===== config.mk =====
export PLATFORM = sky130hd
export DESIGN_NAME = ps2_key_event_rx
export DESIGN_NICKNAME = d
export VERILOG_FILES = /design/src/rtl/ps2_key_event_rx_pkg.sv /design/src/rtl/ps2_key_event_rx_frame_rx.sv /design/src/rtl/ps2_key_event_rx.sv
export SDC_FILE = /design/constraint.sdc
export NUM_CORES = 1
export LEC_CHECK = 0
export ABC_CLOCK_PERIOD_IN_PS = 3220
export BUFFER_PORTS_ARGS = -buffer_cell sky130_fd_sc_hd__buf_2
export CAP_MARGIN = 10
export CORE_MARGIN = 2
export CORE_UTILIZATION = 40
export CTS_BUF_LIST = sky130_fd_sc_hd__clkbuf_8
export CTS_CLUSTER_SIZE = 14
export DETAILED_ROUTE_END_ITERATION = 16
export GPL_ROUTABILITY_DRIVEN = 0
export SYNTH_ARGS = -nofsm -noshare
export SYNTH_HDL_FRONTEND = slang
export SYNTH_SLANG_ARGS = --single-unit

===== constraint.sdc =====
create_clock -name clk -period 3.22 [get_ports clk]
set_clock_uncertainty 0.15 [all_clocks]
set_input_delay 0.322 -clock clk [delete_from_list [all_inputs] [get_ports clk]]
set_output_delay 0.322 -clock clk [all_outputs]
set_load 0.05 [all_outputs]

===== src/rtl/ps2_key_event_rx_pkg.sv =====
// rtl/ps2_key_event_rx_pkg.sv - shared constants, decoder states and event layout for the PS/2 key event receiver
package ps2_key_event_rx_pkg;

    localparam logic [7:0] PS2_EXT = 8'hE0;
    localparam logic [7:0] PS2_BRK = 8'hF0;

    localparam int FRAME_BITS  = 11;
    localparam int EV_CODE_LSB = 0;
    localparam int EV_BRK_BIT  = 8;
    localparam int EV_EXT_BIT  = 9;
    localparam int EV_W        = 10;

    typedef enum logic [1:0] {
        ST_IDLE    = 2'd0,
        ST_EXT     = 2'd1,
        ST_BRK     = 2'd2,
        ST_EXT_BRK = 2'd3
    } dec_state_t;

    function automatic logic [EV_W-1:0] pack_event(input logic ext, input logic brk,
                                                   input logic [7:0] code);
        return {ext, brk, code};
    endfunction

endpackage


===== src/rtl/ps2_key_event_rx_frame_rx.sv =====
// rtl/ps2_key_event_rx_frame_rx.sv - PS/2 line synchroniser, 11-bit frame assembler, timeout resync and frame check
module ps2_key_event_rx_frame_rx
    import ps2_key_event_rx_pkg::*;
#(
    parameter int TIMEOUT_CYC = 5000
) (
    input  logic       clk,
    input  logic       i_clrn,
    input  logic       i_ps2_clk,
    input  logic       i_ps2_data,
    output logic       o_byte_valid,
    output logic [7:0] o_byte,
    output logic       o_frame_err
);

    localparam int TW = $clog2(TIMEOUT_CYC + 1);

    logic [2:0]    r_clk_sync;
    logic [2:0]    r_data_sync;
    logic          r_clk_prev;
    logic [3:0]    r_bit_cnt;
    logic [9:0]    r_shift;
    logic [TW-1:0] r_to_cnt;
    logic          r_byte_valid;
    logic [7:0]    r_byte;
    logic          r_frame_err;

    logic w_fall;
    logic w_bit;
    logic w_last;
    logic w_frame_ok;

    assign w_fall = r_clk_prev & ~r_clk_sync[2];
    assign w_bit  = r_data_sync[2];
    assign w_last = w_fall && (r_bit_cnt == 4'(FRAME_BITS - 1));
    // After ten shifts: [0]=start, [8:1]=D0..D7, [9]=parity; the stop bit is on the line now
    assign w_frame_ok = ~r_shift[0] & w_bit & (^r_shift[9:1]);

    always_ff @(posedge clk) begin
        if (!i_clrn) begin
            r_clk_sync   <= 3'b111;
            r_data_sync  <= 3'b111;
            r_clk_prev   <= 1'b1;
            r_bit_cnt    <= '0;
            r_shift      <= '0;
            r_to_cnt     <= '0;
            r_byte_valid <= 1'b0;
            r_byte       <= '0;
            r_frame_err  <= 1'b0;
        end else begin
            r_clk_sync   <= {r_clk_sync[1:0], i_ps2_clk};
            r_data_sync  <= {r_data_sync[1:0], i_ps2_data};
            r_clk_prev   <= r_clk_sync[2];
            r_byte_valid <= 1'b0;
            r_frame_err  <= 1'b0;
            if (w_fall) begin
                r_to_cnt <= '0;
                if (w_last) begin
                    r_bit_cnt <= '0;
                    if (w_frame_ok) begin
                        r_byte_valid <= 1'b1;
                        r_byte       <= r_shift[8:1];
                    end else begin
                        r_frame_err  <= 1'b1;
                    end
                end else begin
                    r_bit_cnt <= r_bit_cnt + 1'b1;
                    r_shift   <= {w_bit, r_shift[9:1]};
                end
            end else if (r_bit_cnt != '0) begin
                // A stalled partial frame is abandoned silently so the next start bit realigns
                if (r_to_cnt == TW'(TIMEOUT_CYC - 1)) begin
                    r_bit_cnt <= '0;
                    r_to_cnt  <= '0;
                end else begin
                    r_to_cnt  <= r_to_cnt + 1'b1;
                end
            end else begin
                r_to_cnt <= '0;
            end
        end
    end

    assign o_byte_valid = r_byte_valid;
    assign o_byte       = r_byte;
    assign o_frame_err  = r_frame_err;

endmodule


===== src/rtl/ps2_key_event_rx.sv =====
// rtl/ps2_key_event_rx.sv - PS/2 keyboard receiver with E0/F0 prefix decoding, event FIFO and press counter
module ps2_key_event_rx
    import ps2_key_event_rx_pkg::*;
#(
    parameter int DEPTH       = 8,
    parameter int TIMEOUT_CYC = 5000,
    parameter int CNT_W       = 8
) (
    input  logic                     clk,
    input  logic                     clrn,
    input  logic                     ps2_clk,
    input  logic                     ps2_data,
    input  logic                     nextdata_n,
    input  logic                     ovf_clr,
    output logic [7:0]               data,
    output logic                     key_ext,
    output logic                     key_break,
    output logic                     ready,
    output logic                     overflow,
    output logic                     frame_err,
    output logic [$clog2(DEPTH):0]   fifo_count,
    output logic [CNT_W-1:0]         press_count
);

    localparam int PW = $clog2(DEPTH);
    localparam int CW = PW + 1;

    logic            w_byte_valid;
    logic [7:0]      w_byte;

    dec_state_t      r_state;
    dec_state_t      w_state_nxt;
    logic            w_emit;
    logic            w_ev_ext;
    logic            w_ev_brk;

    logic [EV_W-1:0] r_mem [DEPTH];
    logic [PW-1:0]   r_wr_ptr;
    logic [PW-1:0]   r_rd_ptr;
    logic [CW-1:0]   r_count;
    logic            r_overflow;
    logic [CNT_W-1:0] r_press;

    logic            w_full;
    logic            w_empty;
    logic            w_pop;
    logic            w_push;
    logic            w_drop;
    logic [EV_W-1:0] w_head;

    ps2_key_event_rx_frame_rx #(
        .TIMEOUT_CYC (TIMEOUT_CYC)
    ) u_frame_rx (
        .clk          (clk),
        .i_clrn       (clrn),
        .i_ps2_clk    (ps2_clk),
        .i_ps2_data   (ps2_data),
        .o_byte_valid (w_byte_valid),
        .o_byte       (w_byte),
        .o_frame_err  (frame_err)
    );

    always_ff @(posedge clk) begin
        if (!clrn) begin
            r_state <= ST_IDLE;
        end else begin
            r_state <= w_state_nxt;
        end
    end

    always_comb begin
        w_state_nxt = r_state;
        w_emit      = 1'b0;
        w_ev_ext    = 1'b0;
        w_ev_brk    = 1'b0;
        if (w_byte_valid) begin
            unique case (r_state)
                ST_IDLE: begin
                    if (w_byte == PS2_EXT)      w_state_nxt = ST_EXT;
                    else if (w_byte == PS2_BRK) w_state_nxt = ST_BRK;
                    else                        w_emit      = 1'b1;
                end
                ST_EXT: begin
                    if (w_byte == PS2_BRK)      w_state_nxt = ST_EXT_BRK;
                    else if (w_byte != PS2_EXT) begin
                        w_emit      = 1'b1;
                        w_ev_ext    = 1'b1;
                        w_state_nxt = ST_IDLE;
                    end
                end
                ST_BRK: begin
                    if (w_byte == PS2_EXT)      w_state_nxt = ST_EXT_BRK;
                    else if (w_byte != PS2_BRK) begin
                        w_emit      = 1'b1;
                        w_ev_brk    = 1'b1;
                        w_state_nxt = ST_IDLE;
                    end
                end
                ST_EXT_BRK: begin
                    if ((w_byte != PS2_EXT) && (w_byte != PS2_BRK)) begin
                        w_emit      = 1'b1;
                        w_ev_ext    = 1'b1;
                        w_ev_brk    = 1'b1;
                        w_state_nxt = ST_IDLE;
                    end
                end
                default: w_state_nxt = ST_IDLE;
            endcase
        end
    end

    assign w_full  = (r_count == CW'(DEPTH));
    assign w_empty = (r_count == '0);
    assign w_pop   = ~nextdata_n & ~w_empty;
    // A pop in the same cycle frees the slot, so a full FIFO still accepts the push
    assign w_push  = w_emit & (~w_full | w_pop);
    assign w_drop  = w_emit & w_full & ~w_pop;

    always_ff @(posedge clk) begin
        if (w_push) begin
            r_mem[r_wr_ptr] <= pack_event(w_ev_ext, w_ev_brk, w_byte);
        end
    end

    always_ff @(posedge clk) begin
        if (!clrn) begin
            r_wr_ptr   <= '0;
            r_rd_ptr   <= '0;
            r_count    <= '0;
            r_overflow <= 1'b0;
            r_press    <= '0;
        end else begin
            if (w_push) r_wr_ptr <= r_wr_ptr + 1'b1;
            if (w_pop)  r_rd_ptr <= r_rd_ptr + 1'b1;
            if (w_push && !w_pop)      r_count <= r_count + 1'b1;
            else if (w_pop && !w_push) r_count <= r_count - 1'b1;
            if (w_drop)       r_overflow <= 1'b1;
            else if (ovf_clr) r_overflow <= 1'b0;
            if (w_push && !w_ev_brk) r_press <= r_press + 1'b1;
        end
    end

    assign w_head      = r_mem[r_rd_ptr];
    assign data        = w_empty ? 8'h00 : w_head[EV_CODE_LSB +: 8];
    assign key_ext     = ~w_empty & w_head[EV_EXT_BIT];
    assign key_break   = ~w_empty & w_head[EV_BRK_BIT];
    assign ready       = ~w_empty;
    assign overflow    = r_overflow;
    assign fifo_count  = r_count;
    assign press_count = r_press;

endmodule

==> results of run 1 <==
[path summary, 6_finish.rpt]
| kind | depth (start not counted) | startpoint | end | slack [ps] |
|---|---|---|---|---|
| worst max-delay path | 12 | u_frame_rx.o_byte[0]$_SDFFE_PN0P_ | fifo_count[3]$_SDFFE_PN0P_ | 150 |
| worst min-delay path | 4 | ovf_clr | overflow$_SDFFE_PN0P_ | 50 |
| worst max register to register | 12 | u_frame_rx.o_byte[0]$_SDFFE_PN0P_ | fifo_count[3]$_SDFFE_PN0P_ | 150 |
| worst min register to register | 1 | u_frame_rx.r_data_sync[0]$_SDFF_PN1_ | u_frame_rx.r_data_sync[1]$_SDFF_PN1_ | 260 |
[worst max-delay path, stage by stage (launching register included)]
cell and delay [ps]:
dfxtp_2 370, or3b_4 430, o41a_1 370, nand2b_4 140, inv_2 70, ha_1 200, inv_1 110, ha_1 250
a21o_1 190, a21oi_1 180, xnor2_1 100, or3_1 310, a21oi_1 130
[cell usage in the layout, fill, tap and decap left out, types with 4 or more instances in the layout]
master    instances
xnor2_1          19
a21oi_1          23
buf_4            15
ha_1             10
xor2_1           10
nand2b_1         10
edfxtp_1         80
clkbuf_8         17
nor3_1           10
inv_1            12
nor2_1           54
buf_2            30
nor4_1            5
dfxtp_1          66
mux4_2           20
nand4_1           4
nand2_1          55
or3_1             4
mux2i_1          20
nand3_1           6
[synthesized netlist by cell type (3+ instances only)]
| cell type | n | share of area, % |
|---|---|---|
| inv_1 | 8 | 0.50 |
| clkbuf_1 | 10 | 0.63 |
| mux4_2 | 20 | 7.6 |
| nand3_1 | 6 | 0.50 |
| nand2_1 | 55 | 3.5 |
| mux2i_1 | 20 | 3.4 |
| nor4_1 | 7 | 0.74 |
| dfxtp_1 | 68 | 23 |
| buf_2 | 3 | 0.25 |
| xnor2_1 | 19 | 2.8 |
| and2_1 | 3 | 0.32 |
| ha_1 | 10 | 2.1 |
| edfxtp_1 | 80 | 40 |
| a21oi_1 | 23 | 1.9 |
| nand4_1 | 4 | 0.42 |
| nor2_1 | 54 | 3.4 |
| xor2_1 | 10 | 1.5 |
| or3_1 | 4 | 0.42 |
| nor3_1 | 10 | 0.84 |
| nand2b_1 | 10 | 1.1 |
[routing by layer]
metal,share of wire [%],GRT usage (%),up-vias
met5,0,0,-
met1,47,19.3,1725
met3,3.5,4.33,8
met4,1.1,5.62,0
met2,49,23.6,54
li1,-,-,1736
[layout make-up]
class | instances | area (sq um)
clock inverter | 14 | 100
tap | 184 | 230
sequential | 148 | 3770
clock buffer | 17 | 234
multi-input combinational | 282 | 2120
inverter | 10 | 37.5
fill | 1308 | 7760
timing repair buffer | 47 | 283
[registers in the layout, indices dropped and copies added (netlist names), named ones only]
signal / count
overflow: 1
fifo_count: 4
r_mem: 80
press_count: 8
u_frame_rx.r_bit_cnt: 4
u_frame_rx.r_clk_prev: 1
u_frame_rx.r_data_sync: 3
r_state: 2
u_frame_rx.o_byte: 8
u_frame_rx.o_byte_valid: 1
u_frame_rx.r_clk_sync: 3
u_frame_rx.r_shift: 10
u_frame_rx.o_frame_err: 1
r_rd_ptr: 3
u_frame_rx.r_to_cnt: 13
r_wr_ptr: 3
[power by group]
part,internal [mW],switching [mW],leakage (nW)
logic,0.203,0.410,0.815
registers,2.00,0.0466,1.41
clock network,0.586,0.654,0.183
total,2.79,1.11,2.40
[logic make-up (layout without fill, tap and decap cells)]
group	Yosys count	count (layout)	share of synthesized area [%]
buf+inv	26	88	1.76
compound gates	31	31	3.19
fa+ha+maj	11	11	2.44
mux	40	40	10.9
simple gates	169	169	13.4
flops	148	148	63.2
xor+xnor	31	31	5.11
[per-stage QoR]
stage / cell area, sq um / hold slack (ps) / setup WS (ps)
3_3_place_gp: 6410 / 242 / 144
2_1_floorplan: 5960 / 236 / 84.8
6_report: 6770 / 47.2 / 151
5_1_grt: 6770 / 65.0 / 10.2
4_1_cts: 6760 / 18.6 / 32.9
3_5_place_dp: 6410 / 245 / 49.1
[what timing repair did]
action,in CTS,in global routing
endpoints found under the hold margin,2,0
setup endpoints to repair,0,1
hold buffers,2,0
resized for setup,0,4
==> results_dict.tcl, run 1 <==
set metrics [dict create \
    cts-root-buf "clkbuf_8" \
    period_minus_slack_ps 3070 \
    max_slew.worst_pin.slew_ps 751 \
    diodes 0 \
    cts.sinks 148 \
    via_count 3523 \
    grt_usage_pct 14.8 \
    max-slew-margin-rel_pct 49.9 \
    synth_seq_area_share_pct 63.2 \
    ir_drop_mv 0.263 \
    worst-setup-path-type "reg2reg" \
    synth_area_sq_mm 0.00596 \
    crit_fanout 10 \
    cp-start-kind "flip-flop" \
    fmax_ghz 0.326 \
    final_util_pct 46.6 \
    worstPathArrival_ps 3290 \
    drtIter0Drc 234 \
    synth_nets 473 \
    drt_first_pass_iters 4 \
    power.density_mw_per_mm2 576 \
    clkLatencyLatePin_ps 440 \
    grt_start_max_net_pins 38 \
    final_cells 702 \
    rsz0062_at_grt "no" \
    place_hpwl_um 7070 \
    avgSynthCellArea_sq_um 13.1 \
    wire_per_inst_um 15.6 \
    worstSetupEndpointType "flip-flop" \
    max-clock-path-buffers 2 \
    ys_ff_latch 148 \
    ys.flop_type "edfxtp_1" \
    synth_cells 456 \
    die-area_sq_mm 0.0159 \
    syn_to_final_growth_pct 13.7 \
    drv_slew 0 \
    status "finished, final reports clean" \
    nNetsFinal 523 \
    ys_types 45 \
    clk_pin_slew_ps 70 \
    rows 44 \
    port_buffers 30 \
    drive_gt1_share_pct 19.5 \
    period_share_pct 95.3 \
    ioPinCount 31 \
    cts_tree "yes" \
    dp_cells 669 \
    drv_cap 0 \
    overflow 0 \
    fp.dieW_um 126 \
    synth_edf_count 80 \
    ant_nets 0 \
    hold_viol 0 \
    leakagePower_nw 2.40 \
    ys_warn_count 0 \
    drc 0 \
    setup_violations 0 \
    grt_pass1_wl_um 18100 \
    async_flop_share_pct 0 \
    power_mw 3.90 \
    fp.coreArea_sq_mm 0.0145 \
    min_path_type "in2reg" \
    routed_via_density 5.02 \
    critPathRequiredTime_ps 3440 \
    antenna_found_initial 0 \
    post_cts_buffers 0 \
    tns_ps 0 \
    cts_max_level 4 \
    grt_pass1_vias 3469 \
    floorplan.initialDensity_pct 41.0 \
    numCtsBuffers 17 \
    routed_wl_um 10900 \
    die_y_um 126 \
]
No activity file was read; power rests on OpenSTA's default activity.
==> run 2: changes to the inputs <==
--- a/config.mk
+++ b/config.mk
@@ -5,6 +5,7 @@
 export SDC_FILE = /design/constraint.sdc
 export NUM_CORES = 1
 export LEC_CHECK = 0
+export ABC_AREA = 1
 export ABC_CLOCK_PERIOD_IN_PS = 3220
 export BUFFER_PORTS_ARGS = -buffer_cell sky130_fd_sc_hd__buf_2
 export CAP_MARGIN = 10
@@ -17,3 +18,4 @@
 export SYNTH_ARGS = -nofsm -noshare
 export SYNTH_HDL_FRONTEND = slang
 export SYNTH_SLANG_ARGS = --single-unit
+export TNS_END_PERCENT = 1
==> constraint.sdc (replaced) <==
create_clock -name clk -period 3.22 [get_ports clk]
set_clock_uncertainty 0.15 [all_clocks]
set_input_delay 0.966 -clock clk [delete_from_list [all_inputs] [get_ports clk]]
set_output_delay 0.966 -clock clk [all_outputs]
set_load 0.05 [all_outputs]
==> run 2 against run 1 <==
  * Clock power increased by 15%
  * Largest cell class unchanged
  * Worst hold slack improved by 220 ps
  * Critical endpoint is now data[3]
  * Largest power group unchanged
  * Wire length rose by 19%
==> results_dict.tcl, run 2 <==
set metrics [dict create \
    grt_pass1_wl_um 21400 \
    status "finished, final reports clean" \
    wire_per_inst_um 13.8 \
    fmax_ghz 0.320 \
    routed_via_density 4.93 \
    grt_usage_pct 16.3 \
    cts_max_level 4 \
    die-area_sq_mm 0.0169 \
    max_slew.worst_pin.slew_ps 813 \
    ys_types 41 \
    fp.dieW_um 130 \
    top_regs "r_mem: 80 flops, u_frame_rx.r_to_cnt: 13 flops, u_frame_rx.r_shift: 10 flops" \
    synth_seq_area_share_pct 59.2 \
    ys_top_cells_by_count "nor2_1 (92), nand2_1 (83), edfxtp_1 (80)" \
    worstPathArrival_ps 2010 \
    most-common-layout-cells "nor2_1 (92), nand2_1 (83), edfxtp_1 (80), dfxtp_1 (66), o21ai_0 (61)" \
    leakagePower_nw 2.90 \
    drtIter0Drc 307 \
    antenna_found_initial 0 \
    clk_pin_slew_ps 80 \
    die_y_um 130 \
    place_hpwl_um 8850 \
    place_area_sq_mm 0.00685 \
    min_path_type "reg2reg" \
    async_flop_share_pct 0 \
    diodes 0 \
    worst-setup-path-type "reg2out" \
    numCtsBuffers 17 \
    drt_first_pass_iters 5 \
    floorplan.initialDensity_pct 40.5 \
    routed_wl_um 13000 \
    ir_drop_mv 0.675 \
    synthMostInstantiatedCell "nor2_1" \
    ff2ff_path_depth 14 \
    clkLatencyLatePin_ps 440 \
    power.density_mw_per_mm2 695 \
    design_area_sq_mm 0.00730 \
    max-clock-path-buffers 2 \
    setup_violations 0 \
    nNetsFinal 725 \
    drv_cap 0 \
    whs_path_depth 1 \
    ioPinCount 31 \
    cts-root-buf "clkbuf_8" \
    tns_ps 0 \
    avgSynthCellArea_sq_um 9.58 \
    synth_top_cell_by_area "edfxtp_1" \
    grt_start_max_net_pins 32 \
    period_minus_slack_ps 3120 \
    regMostFlops "r_mem" \
    ys_ff_latch 148 \
    cts_tree "yes" \
    hold_viol 0 \
    ys_warn_count 0 \
    max-slew-margin-rel_pct 45.6 \
    synth_area_sq_mm 0.00636 \
    cts.sinks 148 \
    port_buffers 30 \
    grt_pass1_vias 4413 \
    rsz0062_at_grt "no" \
    critPathRequiredTime_ps 2100 \
    synth_top_area_share_pct 37.8 \
    synth_cells 664 \
    crit_fanout 11 \
    largest_register_ffs 80 \
    rows 46 \
    cp-start-kind "flip-flop" \
    period_share_pct 97.0 \
    ys.flop_type "edfxtp_1" \
    drv_slew 0 \
    layout_commonest_cell "nor2_1" \
    ant_nets 0 \
    via_count 4616 \
    drc 0 \
    overflow 0 \
    synth_nets 681 \
    worstSetupEndpointType "output pin" \
    synth_edf_count 80 \
    synth_area_leaders "edfxtp_1 (38%), dfxtp_1 (21%), nor2_1 (5.4%)" \
    fp.coreArea_sq_mm 0.0157 \
    syn_to_final_growth_pct 14.8 \
    drive_gt1_share_pct 19.6 \
]
==> run 2: path summary, 6_finish.rpt <==
check                                             from                                    to  slack (ps)
hold reg to reg   u_frame_rx.r_data_sync[1]$_SDFF_PN1_  u_frame_rx.r_data_sync[2]$_SDFF_PN1_         270
setup / recovery            fifo_count[0]$_SDFFE_PN0P_                               data[3]         100
setup reg to reg     u_frame_rx.o_byte[1]$_SDFFE_PN0P_            fifo_count[3]$_SDFFE_PN0P_         390
hold / removal    u_frame_rx.r_data_sync[1]$_SDFF_PN1_  u_frame_rx.r_data_sync[2]$_SDFF_PN1_         270
==> run 2: layout make-up <==
| type | count | area (sq um) |
|---|---|---|
| well taps | 216 | 270 |
| repair buffers | 51 | 327 |
| fillers | 1479 | 8410 |
| clock inverters | 13 | 135 |
| inverters | 72 | 280 |
| flip-flops and latches | 148 | 3770 |
| multi-input cells | 418 | 2260 |
| clock buffers | 19 | 262 |
==> run 2: cell families after synthesis <==
logic type,Yosys count,share of synthesized area (%)
XOR/XNOR,12,1.65
flip-flops,148,59.2
AND/OR/NAND/NOR,256,19.1
buffers and inverters,98,6.14
AO/OA/AOI/OAI,139,11.7
adder cells (fa/ha/maj),11,2.28
==> run 2: through the flow <==
| stage | hold WS, ps | setup slack [ps] | instances | power (mW) | util [%] |
|---|---|---|---|---|---|
| floorplan | 243 | 22.9 | 664 | 3.25 | - |
| global placement | 246 | 339 | 902 | 3.59 | 43.6 |
| detailed placement | 248 | 192 | 902 | 3.61 | 43.6 |
| CTS | 269 | 0.00511 | 937 | 5.08 | 46.4 |
| global route | 283 | 3.02 | 937 | 5.33 | 46.5 |
| finish | 267 | 96.6 | 937 | 5.08 | 46.5 |
==> run 2: repair_timing <==
action / 4_1_cts / 5_1_grt
endpoints found under the setup margin: 10 / 10
hold buffers: 0 / 0
gates resized for setup: 5 / 14
buffers inserted: 3 / 0
==> run 2: layer usage <==
| metal | global-route usage, % | wire (um) |
|---|---|---|
| met1 | 21.6 | 6310 |
| met2 | 26.1 | 6000 |
| met3 | 4.10 | 512 |
| met4 | 5.69 | 134 |
| met5 | 0 | 0 |
==> run 2: critical path: stages (launching register included) <==
cell and delay (ps):
dfxtp_1 370, nor2_1 150, nand2_1 70, nor2_1 310, inv_2 200, o21ai_1 180, a31oi_2 60, buf_2 230
==> run 2: report_power, final <==
group / leakage [nW] / switching (mW) / internal [mW] / total, mW
Sequential: 1.42 / 0.0678 / 2.02 / 2.09
Clock: 0.207 / 0.700 / 0.727 / 1.43
Combinational: 1.28 / 1.10 / 0.465 / 1.56
==> run 3: changes to the inputs <==
--- a/config.mk
+++ b/config.mk
@@ -9,12 +9,12 @@
 export ABC_CLOCK_PERIOD_IN_PS = 3220
 export BUFFER_PORTS_ARGS = -buffer_cell sky130_fd_sc_hd__buf_2
 export CAP_MARGIN = 10
-export CORE_MARGIN = 2
 export CORE_UTILIZATION = 40
-export CTS_BUF_LIST = sky130_fd_sc_hd__clkbuf_8
+export CTS_BUF_LIST = sky130_fd_sc_hd__clkbuf_16
 export CTS_CLUSTER_SIZE = 14
 export DETAILED_ROUTE_END_ITERATION = 16
 export GPL_ROUTABILITY_DRIVEN = 0
+export PLACE_DENSITY_LB_ADDON = 0.12
 export SYNTH_ARGS = -nofsm -noshare
 export SYNTH_HDL_FRONTEND = slang
 export SYNTH_SLANG_ARGS = --single-unit
==> run 3 against run 2 <==
  * Combinational power hardly changed
  * Utilization is 2.0 points higher
  * First-iteration DRC count is 25% lower
  * Worst setup slack better by 31 ps
  * Maximum frequency is 1.0% higher
  * Wire length is 0.15% higher
  * Sequential cell count stayed put
  * Non-clock buffer count is 1 lower
  * Sequential power hardly changed
==> results_dict.tcl, run 3 (synthesis gave the netlist of run 2 again) <==
set metrics [dict create \
    status "finished, final reports clean" \
    overflow 0 \
    final-seq-area_sq_mm 0.00376 \
    cts-root-buf "clkbuf_16" \
    place_hpwl_um 8680 \
    wire_per_inst_um 14.0 \
    floorplan.initialDensity_pct 41.4 \
    fp.coreArea_sq_mm 0.0154 \
    crit_fanout 25 \
    period_minus_slack_ps 3090 \
    drtIter0Drc 231 \
    diodes 0 \
    cts_tree "yes" \
    via_count 4540 \
    tns_ps 0 \
    fillers 1407 \
    min_path_type "reg2reg" \
    syn_to_final_growth_pct 17.0 \
    worstPathArrival_ps 1980 \
    hold_viol 0 \
    ioPinCount 31 \
    drive_gt1_share_pct 18.8 \
    routed_via_density 4.88 \
    clk_pin_slew_ps 60 \
    layout_commonest_cell "nor2_1" \
    drc 0 \
    routed_wl_um 13000 \
    worst-setup-path-type "reg2out" \
    setup_violations 0 \
    ir_drop_mv 0.390 \
    multi_input_area_sq_mm 0.00226 \
    cp-start-kind "flip-flop" \
    max-clock-path-buffers 2 \
    max_slew.worst_pin.slew_ps 830 \
    clkLatencyLatePin_ps 420 \
    drt_first_pass_iters 4 \
    final_util_pct 48.4 \
    most-common-layout-cells "nor2_1 (92), nand2_1 (83), edfxtp_1 (80), dfxtp_1 (68), o21ai_0 (67)" \
    worstSetupEndpointType "output pin" \
    port_buffers 30 \
    period_share_pct 96.0 \
    top_regs "r_mem: 80 flops, u_frame_rx.r_to_cnt: 13 flops, u_frame_rx.r_shift: 10 flops" \
    die-area_sq_mm 0.0164 \
    grt_pass1_vias 4352 \
    cts.sinks 148 \
    numCtsBuffers 17 \
    cts_max_level 4 \
    grt_usage_pct 17.3 \
    regMostFlops "r_mem" \
    max-slew-margin-rel_pct 44.5 \
    rsz0062_at_grt "no" \
    fp.dieW_um 128 \
    grt_pass1_wl_um 21500 \
    critPathRequiredTime_ps 2100 \
    drv_slew 0 \
    power.density_mw_per_mm2 737 \
    fmax_ghz 0.323 \
    dp_cells 896 \
    largest_register_ffs 80 \
    antenna_found_initial 0 \
    drv_cap 0 \
    ant_nets 0 \
    die_y_um 128 \
    grt_start_max_net_pins 32 \
    rows 45 \
    nNetsFinal 724 \
    leakagePower_nw 2.98 \
    final_cells 930 \
]
==> run 3: cell types whose count changed in the layout (fill, tap and decap cells not counted), sizes merged <==
cell      previous run  this run
buf                 49        47
clkinvlp             3         2
bufinv               2         1
inv                 71        77
clkinv               9         4
clkbuf              21        22
==> run 3: timing repair <==
action	4_1_cts	5_1_grt
resized for setup	1	8
setup endpoints to repair	5	10
cloned	0	0
setup buffers	0	3
hold buffers	0	0
==> run 3: final timing paths <==
kind,cells after the start,slack [ps],end,from
min reg2reg,1,260,u_frame_rx.r_data_sync[1]$_SDFF_PN1_,u_frame_rx.r_data_sync[0]$_SDFF_PN1_
min,1,260,u_frame_rx.r_data_sync[1]$_SDFF_PN1_,u_frame_rx.r_data_sync[0]$_SDFF_PN1_
max reg2reg,13,510,fifo_count[3]$_SDFFE_PN0P_,u_frame_rx.o_byte[5]$_SDFFE_PN0P_
max,6,130,data[4],flip-flop
==> run 3: worst max-delay path, stage by stage (launching register included) <==
cell and delay (ps):
dfxtp_1 410, buf_6 230, o21ai_0 120, o22ai_1 210
o21ai_0 130, a31oi_2 190, clkbuf_4 260
==> run 3: area by class of cell <==
class	instances	area share, %
Inverter	72	3.71
Timing Repair Buffer	50	4.23
Multi-Input combinational cell	418	30.4
Tap cell	211	3.55
Clock buffer	19	6.39
Sequential cell	148	50.5
Clock inverter	12	1.16
==> run 3: power breakdown <==
group          leakage (nW)  switching [mW]  internal, mW  total (mW)
clock network         0.292           0.735          1.13        1.87
logic                  1.27            1.09         0.450        1.54
registers              1.42          0.0563          2.03        2.08
total                  2.98            1.88          3.61        5.49
==> run 3: metrics by stage <==
step	hold WS (ps)	power, mW	setup slack [ps]	instance area [sq um]
final	261	5.49	127	7450
after global routing	272	5.75	11.6	7450
after CTS	262	5.50	9.51	7400
after detailed placement	248	3.62	247	6840
after global placement	245	3.61	318	6840
after floorplan	243	3.25	22.9	6420
==> run 3: layer usage <==
layer | part of all wire (%) | global-route usage, % | routed length, um
met5 | 0 | 0 | 0
met4 | 1.6 | 7.06 | 204
met3 | 2.7 | 3.84 | 348
met2 | 48 | 29.2 | 6170
met1 | 48 | 21.4 | 6250
